**src/rtl/port_input_conditioner.sv**
```systemverilog
// port_input_conditioner
//
// Conditions raw, asynchronous board pins (buttons, switches, joystick
// lines) before they reach the RIOT port inputs. Every bit is brought into
// the CLK domain through a two-flop synchroniser and then debounced by its
// own counter. A new level is accepted only after DB_CYCLES consecutive
// CE-qualified samples disagree with the current stable level; any sample
// that agrees again clears the count, so a bounce restarts the full wait.
//
// Ports:
//   CLK     in   1      system clock, all state changes on posedge
//   RES     in   1      synchronous active-high reset
//   CE      in   1      sample enable (prescaler tick)
//   Pin     in   WIDTH  raw asynchronous pin levels
//   Pout    out  WIDTH  debounced stable levels (to PAin/PBin)
//   Rise    out  WIDTH  one-cycle pulse on an accepted 0->1 transition
//   Fall    out  WIDTH  one-cycle pulse on an accepted 1->0 transition
//   Changed out  1      OR of Rise|Fall, same cycle as them
//
// All outputs come straight from flops; there is no combinational path
// from Pin or CE to any output.
module port_input_conditioner #(
  parameter int unsigned           WIDTH     = 8,
  parameter int unsigned           DB_CYCLES = 1000,
  parameter int unsigned           CNT_W     = 10,
  parameter logic [WIDTH-1:0]      RST_VAL   = 8'hFF
) (
  input  logic             CLK,
  input  logic             RES,
  input  logic             CE,
  input  logic [WIDTH-1:0] Pin,
  output logic [WIDTH-1:0] Pout,
  output logic [WIDTH-1:0] Rise,
  output logic [WIDTH-1:0] Fall,
  output logic             Changed
);

  // Terminal count: the DB_CYCLES-th mismatch sample sees this value.
  // DB_CYCLES may be as large as 2^CNT_W, so DB_CYCLES-1 always fits.
  localparam logic [CNT_W-1:0] CNT_MAX = CNT_W'(DB_CYCLES - 1);
  localparam logic [CNT_W-1:0] CNT_ONE = CNT_W'(1);

  logic [WIDTH-1:0] sync1_q, sync1_d;
  logic [WIDTH-1:0] sync2_q, sync2_d;
  logic [WIDTH-1:0] pout_q, pout_d;
  logic [WIDTH-1:0] rise_q, rise_d;
  logic [WIDTH-1:0] fall_q, fall_d;
  logic             changed_q, changed_d;
  logic [CNT_W-1:0] cnt_q [WIDTH];
  logic [CNT_W-1:0] cnt_d [WIDTH];

  // Next-state: synchroniser shift plus the per-bit debounce rule.
  always_comb begin
    sync1_d = Pin;
    sync2_d = sync1_q;
    pout_d  = pout_q;
    rise_d  = {WIDTH{1'b0}};
    fall_d  = {WIDTH{1'b0}};
    cnt_d   = cnt_q;
    for (int i = 0; i < int'(WIDTH); i++) begin
      if (sync2_q[i] != pout_q[i]) begin
        if (CE) begin
          if (cnt_q[i] == CNT_MAX) begin
            // Enough qualifying samples: accept the new level and pulse.
            pout_d[i] = sync2_q[i];
            cnt_d[i]  = {CNT_W{1'b0}};
            if (sync2_q[i]) begin
              rise_d[i] = 1'b1;
            end else begin
              fall_d[i] = 1'b1;
            end
          end else begin
            cnt_d[i] = cnt_q[i] + CNT_ONE;
          end
        end else begin
          cnt_d[i] = cnt_q[i];
        end
      end else begin
        // Input agrees with the stable level: a glitch or bounce ended,
        // so drop any partial count whether or not CE is high.
        cnt_d[i] = {CNT_W{1'b0}};
      end
    end
    changed_d = |(rise_d | fall_d);
  end

  // State register with synchronous reset that overrides everything.
  always_ff @(posedge CLK) begin
    if (RES) begin
      sync1_q   <= RST_VAL;
      sync2_q   <= RST_VAL;
      pout_q    <= RST_VAL;
      rise_q    <= {WIDTH{1'b0}};
      fall_q    <= {WIDTH{1'b0}};
      changed_q <= 1'b0;
      for (int i = 0; i < int'(WIDTH); i++) begin
        cnt_q[i] <= {CNT_W{1'b0}};
      end
    end else begin
      sync1_q   <= sync1_d;
      sync2_q   <= sync2_d;
      pout_q    <= pout_d;
      rise_q    <= rise_d;
      fall_q    <= fall_d;
      changed_q <= changed_d;
      for (int i = 0; i < int'(WIDTH); i++) begin
        cnt_q[i] <= cnt_d[i];
      end
    end
  end

  assign Pout    = pout_q;
  assign Rise    = rise_q;
  assign Fall    = fall_q;
  assign Changed = changed_q;

endmodule

```
**config.mk**
```make
export PLATFORM = sky130hd
export DESIGN_NAME = port_input_conditioner
export DESIGN_NICKNAME = d
export VERILOG_FILES = /design/src/rtl/port_input_conditioner.sv
export SDC_FILE = /design/constraint.sdc
export NUM_CORES = 1
export LEC_CHECK = 0
export CAP_MARGIN = 20
export CORE_UTILIZATION = 25
export DETAILED_ROUTE_END_ITERATION = 8
export PLACE_DENSITY = 0.44
export REMOVE_ABC_BUFFERS = 1
export SYNTH_ARGS = -nofsm -noshare
export SYNTH_HDL_FRONTEND = slang
export SYNTH_SLANG_ARGS = --single-unit
```
**constraint.sdc**
```tcl
create_clock -name CLK -period 3.9 [get_ports CLK]
set_input_delay 0.78 -clock CLK [delete_from_list [all_inputs] [get_ports CLK]]
set_output_delay 0.78 -clock CLK [all_outputs]
set_load 0.05 [all_outputs]
```
==> reports/metrics.csv, run 1 <==
metric,value,unit
power,2.90,mW
cellPowerDensity,477,nW/um^2
hold_violations,0,
viasPerCell,4.24,
cts_buffers,17,
ctsHoldBuffers,0,
rsz0062_at_grt,false,
port-buffer-count,35,
place_area,5460,sq um
cts-root-buf,clkbuf_16,
clk_pin_slew,50,ps
r2r-end,Changed,
die-width,141,um
fin_nets,584,
crit_chain,clkdlybuf4s50_1,
post-dp-hpwl,6590,um
fmax,0.407,GHz
relSlewSlack,58.9,%
worstSetupPathType,reg2out,
grt_use_total,10.6,%
drtIter0Drc,152,
cts.sink_count,121,
final_area,6070,sq um
layout.cells.non_filler,837,
reg2reg_from,cnt_q[20],
core,18800,sq um
area_delta_synth_final,25.3,%
grt_antenna_before_repair,0,
reg2regPathDepth,5,
slowest_stage,clkdlybuf4s50_1,
dp_slack,1200,ps
fin_crit,2460,ps
ys_types,28,
grt_max_degree,30,
ir_drop,272,uV
cts_resized,0,
drv_cap,0,
synth_flop_cell,dfxtp_1,
synth-async-reset-ratio,0,%
crit_start,Pout[5],
avgSynthCellArea,9.23,sq um
layout-drive-gt1-share,9.36,%
rrSetupSlack,2060,ps
start_kind,flip-flop,
yosys_warnings,0,
fp.dieArea,19900,sq um
synthTopCellsByArea,"dfxtp_1 50%, xnor2_1 9.0%, nor2_1 8.3%",
yosys.area.top_type,dfxtp_1,
overflow,0,
vias,3550,
outcome,"complete, no violations",
routedWlPerCell,11.5,um
place.gp.congestion,0.768,
setup_viol,0,
critPathMaxFanout,5,
antenna_cells,0,
netlist_instances,525,
holdCritPathClass,reg2reg,
seq_area_frac_synth,50.0,%
finalSetupTns,0,ps
htree_levels,4,
cp.required,3120,ps
dr.pass1.iters,4,
cts_setup_buffers,0,
end_kind,output port,
tightest_slew,616,ps
synth_edf_count,0,
clkLatencyLatePin,410,ps
slowest_delay,850,ps
routed_wl,9640,um
fin_crit_sh,63.0,%
cts_tree,yes,
drv_slew,0,
crit_end,Pout[5],
drc,0,
path_depth,1,
skew,6.71,ps
clock_path_buffers,2,
syn_area,4840,sq um
crit_family,buffers and inverters,
antenna_left,0,
fin_ws,1440,ps
ys_seq_elements,121,
dp.cells,806,
io_pins,36,
synth_top_area_share,50.0,%
final_core_util,32.2,%
grt_pass1_wl,16200,um
arrival,1680,ps
start_util,25.7,%
die_y,141,um
p_leak,2.00,nW
grt_pass1_vias,3384,
num_rows,50,
holdWs,407,ps
crit_buf_inv,1,
-- report_power, final --
group          leakage [nW]  switching [mW]  internal, mW
Clock                 0.297           0.533          1.05
Combinational         0.721          0.0319        0.0252
Sequential            0.979         0.00630          1.25
-- layout by cell type, fill, tap and decap left out, types with 8 or more instances in the layout --
master,n
dfxtp_1,121
nor2_1,107
xnor2_1,50
nand2_1,39
clkdlybuf4s50_1,33
xor2_1,29
nor3_1,25
nand4_1,24
clkbuf_16,17
or2_2,16
nand3_1,14
nor4b_1,13
mux2i_1,9
inv_1,8
nor4_1,8
ha_1,8
-- how the worst min path moves through the flow --
| stage | from | endpoint | slack (ps) | cells after the start |
|---|---|---|---|---|
| after global routing | sync1_q[2] | sync2_q[2] | 430 | 1 |
| after CTS | sync1_q[4] | sync2_q[4] | 410 | 1 |
| after global placement | sync1_q[0] | sync2_q[0] | 390 | 1 |
| final | sync1_q[4] | sync2_q[4] | 410 | 1 |
| after detailed placement | sync1_q[4] | sync2_q[4] | 390 | 1 |
| after floorplan | sync1_q[0] | sync2_q[0] | 390 | 1 |
-- cells by family (layout without fill, tap and decap cells) --
| group | after synthesis | in the layout | synth area share (%) |
|---|---|---|---|
| adders and majority gates | 8 | 8 | 2.07 |
| muxes | 9 | 9 | 1.86 |
| and+or+nand+nor | 273 | 273 | 28.0 |
| buffers and inverters | 25 | 77 | 2.09 |
| xor gates and xnor gates | 79 | 79 | 14.3 |
| DFF | 121 | 121 | 50.0 |
| AOI/OAI and AO/OA | 10 | 10 | 1.73 |
-- registers in the layout (all words and copies together), names as in the netlist --
name     count
cnt_q       80
Fall         8
Pout         8
Rise         8
sync1_q      8
sync2_q      8
Changed      1
-- metal layers --
layer / track usage (%) / vias to the layer above / part of all wire (%)
met1: 13.2 / 1645 / 51
met4: 5.03 / 0 / 1.3
met2: 16.1 / 47 / 44
met5: 0 / - / 0
met3: 3.84 / 9 / 3.9
li1: - / 1849 / -
-- cell usage after synthesis, drive strengths merged, types with 2 or more instances --
cell / number
mux2i: 9
or2: 16
buf: 6
nand3: 14
ha: 8
nor4b: 14
or4: 2
nand2: 41
nor4: 8
or3b: 6
clkbuf: 11
nand2b: 4
nor2: 107
or3: 6
xor2: 29
a211o: 7
nand4: 24
dfxtp: 121
nor3: 25
inv: 8
xnor2: 50
and3: 5
-- cell type report --
| cell class | count | area (sq um) |
|---|---|---|
| Sequential cell | 121 | 2420 |
| Fill cell | 1957 | 12800 |
| Tap cell | 260 | 325 |
| Inverter | 8 | 30.0 |
| Multi-Input combinational cell | 379 | 2320 |
| Timing Repair Buffer | 38 | 363 |
| Clock inverter | 6 | 85.1 |
| Clock buffer | 25 | 526 |
Power figures use the tool's default switching activity.
==> inputs of run 2 (changes only) <==
--- a/config.mk
+++ b/config.mk
@@ -8,7 +8,7 @@
 export CAP_MARGIN = 20
 export CORE_UTILIZATION = 25
 export DETAILED_ROUTE_END_ITERATION = 8
-export PLACE_DENSITY = 0.44
+export PLACE_DENSITY = 0.45
 export REMOVE_ABC_BUFFERS = 1
 export SYNTH_ARGS = -nofsm -noshare
 export SYNTH_HDL_FRONTEND = slang
==> constraint.sdc (replaced) <==
create_clock -name CLK -period 2 [get_ports CLK]
set_input_delay 0.4 -clock CLK [delete_from_list [all_inputs] [get_ports CLK]]
set_output_delay 0.4 -clock CLK [all_outputs]
set_load 0.05 [all_outputs]
==> run 2 against run 1 <==
Compared with the run above: core utilization about the same; sequential cell count did not move; clock power up 75%; critical path depth is the same; die area unchanged; first-iteration DRC count is 12% higher; worst hold slack gained 0.55 ps; total power increased by 85%.
==> reports/metrics.csv, run 2 (synthesis gave the netlist of run 1 again) <==
metric,value,unit,change
worstSetupPathType,reg2out,,
tightest_slew,622,ps,+5.38 ps
holdCritPathClass,reg2reg,,
start_util,25.7,%,unchanged
reg2reg_from,cnt_q[60],,
setup_viol,0,,unchanged
cp.required,1600,ps,-1520 ps
dp.cells,815,,+1.1%
grt_pass1_vias,3466,,+2.4%
crit_chain,clkdlybuf4s50_1,,
die-width,141,um,unchanged
fin_nets,593,,+1.5%
final_area,6070,sq um,about the same
reg2regPathDepth,5,,unchanged
core,18800,sq um,unchanged
cts-root-buf,clkbuf_16,,
regMostFlops,cnt_q,,
clock_path_buffers,2,,unchanged
crit_family,buffers and inverters,,
hold_depth,1,,unchanged
skew,6.67,ps,-0.0415 ps
slowest_delay,800,ps,-50 ps
routed_wl,9450,um,-2.0%
ctsHoldBuffers,0,,unchanged
final_core_util,32.2,%,about the same
drv_cap,0,,unchanged
io_pins,36,,unchanged
fin_crit_sh,96.2,%,
post-dp-hpwl,6510,um,-1.3%
grt_use_total,10.3,%,-0.21 points
fp.dieArea,19900,sq um,unchanged
drv_slew,0,,unchanged
htree_levels,4,,unchanged
cts_resized,4,,+4
cts.sink_count,121,,unchanged
start_kind,flip-flop,,
p_leak,2.02,nW,+1.0%
cellPowerDensity,882,nW/um^2,+85%
cts_tree,yes,,
fin_ws,75.2,ps,-1370 ps
fin_crit,1920,ps,
switching_share,21.1,%,+1.4 points
largest_reg_flops,80,,unchanged
fmax,0.520,GHz,
antenna_left,0,,unchanged
overflow,0,,unchanged
seq_power_share,45.6,%,+2.3 points
dr.pass1.iters,4,,unchanged
comb_power_share,2.3,%,+0.3 points
outcome,"complete, no violations",,
antenna_cells,0,,unchanged
crit_start,Fall[1],,
drtIter0Drc,170,,+12%
arrival,1520,ps,-160 ps
p_switching,1.13,mW,+98%
most-common-layout-cells,"121 x dfxtp_1, 107 x nor2_1, 50 x xnor2_1, 39 x nand2_1, 29 x xor2_1",,
relSlewSlack,58.6,%,-0.36 points
layout.cells.non_filler,847,,+1.2%
critPathMaxFanout,1,,-4
die_y,141,um,unchanged
vias,3613,,+1.8%
routedWlPerCell,11.2,um,-3.2%
clk_pin_slew,50,ps,about the same
viasPerCell,4.27,,+0.57%
crit_buf_inv,1,,unchanged
hold_violations,0,,unchanged
layout-drive-gt1-share,11.4,%,+2.1 points
power_frac_clock,52.1,%,-2.7 points
ir_drop,542,uV,+100%
area_delta_synth_final,25.3,%,about the same
path_depth,1,,unchanged
cts_buffers,17,,unchanged
grt_antenna_before_repair,0,,unchanged
place.gp.congestion,0.743,,-3.3%
end_kind,output port,,
rsz0062_at_grt,false,,
port-buffer-count,35,,unchanged
place_area,5530,sq um,+1.2%
hold_start,sync1_q[2],,
finalSetupTns,0,ps,unchanged
drc,0,,unchanged
fill_cells,1924,,-1.7%
num_rows,50,,unchanged
grt_max_degree,30,,unchanged
dp_slack,54.3,ps,-1150 ps
clkLatencyLatePin,410,ps,about the same
grt_pass1_wl,16100,um,-0.81%
slowest_stage,clkdlybuf4s50_1,,
final_common_cell,dfxtp_1,,
p_int,4.23,mW,+82%
cts_setup_buffers,0,,unchanged
-- run 2: path summary, 6_finish.rpt --
path / end / slack, ps
setup / recovery: Fall[1] / 80
hold / removal: sync2_q[2] / 410
setup reg to reg: cnt_q[66] / 230
hold reg to reg: sync2_q[2] / 410
-- run 2: power by group through the flow --
stage                     sequential [mW]  combinational [mW]  clock [mW]
final                                2.44               0.121        2.79
after detailed placement             2.49               0.124           0
after global routing                 2.44               0.135        3.00
after floorplan                      2.49              0.0493           0
after CTS                            2.44               0.124        2.89
after global placement               2.49               0.122           0
-- run 2: layout make-up --
class | count | area (sq um) | share of cell area, %
timing repair buffer | 47 | 425 | 7.01
tap | 260 | 325 | 5.36
multi-input combinational | 379 | 2320 | 38.2
sequential | 121 | 2420 | 39.9
clock inverter | 7 | 41.3 | 0.680
inverter | 8 | 30.0 | 0.495
clock buffer | 25 | 505 | 8.33
-- run 2: layer usage --
layer  global-route usage [%]  vias to the layer above  part of all wire, %
met4                     4.92                        0                  1.6
li1                         -                     1869                    -
met2                     16.5                       59                   45
met3                     4.04                       12                  4.2
met5                        0                        -                    0
met1                     12.2                     1673                   49
-- run 2: through the flow --
stage	hold slack [ps]	total power [mW]
after floorplan	389	2.54
after global placement	400	2.62
after detailed placement	396	2.62
after CTS	412	5.46
after global routing	417	5.57
final	407	5.36
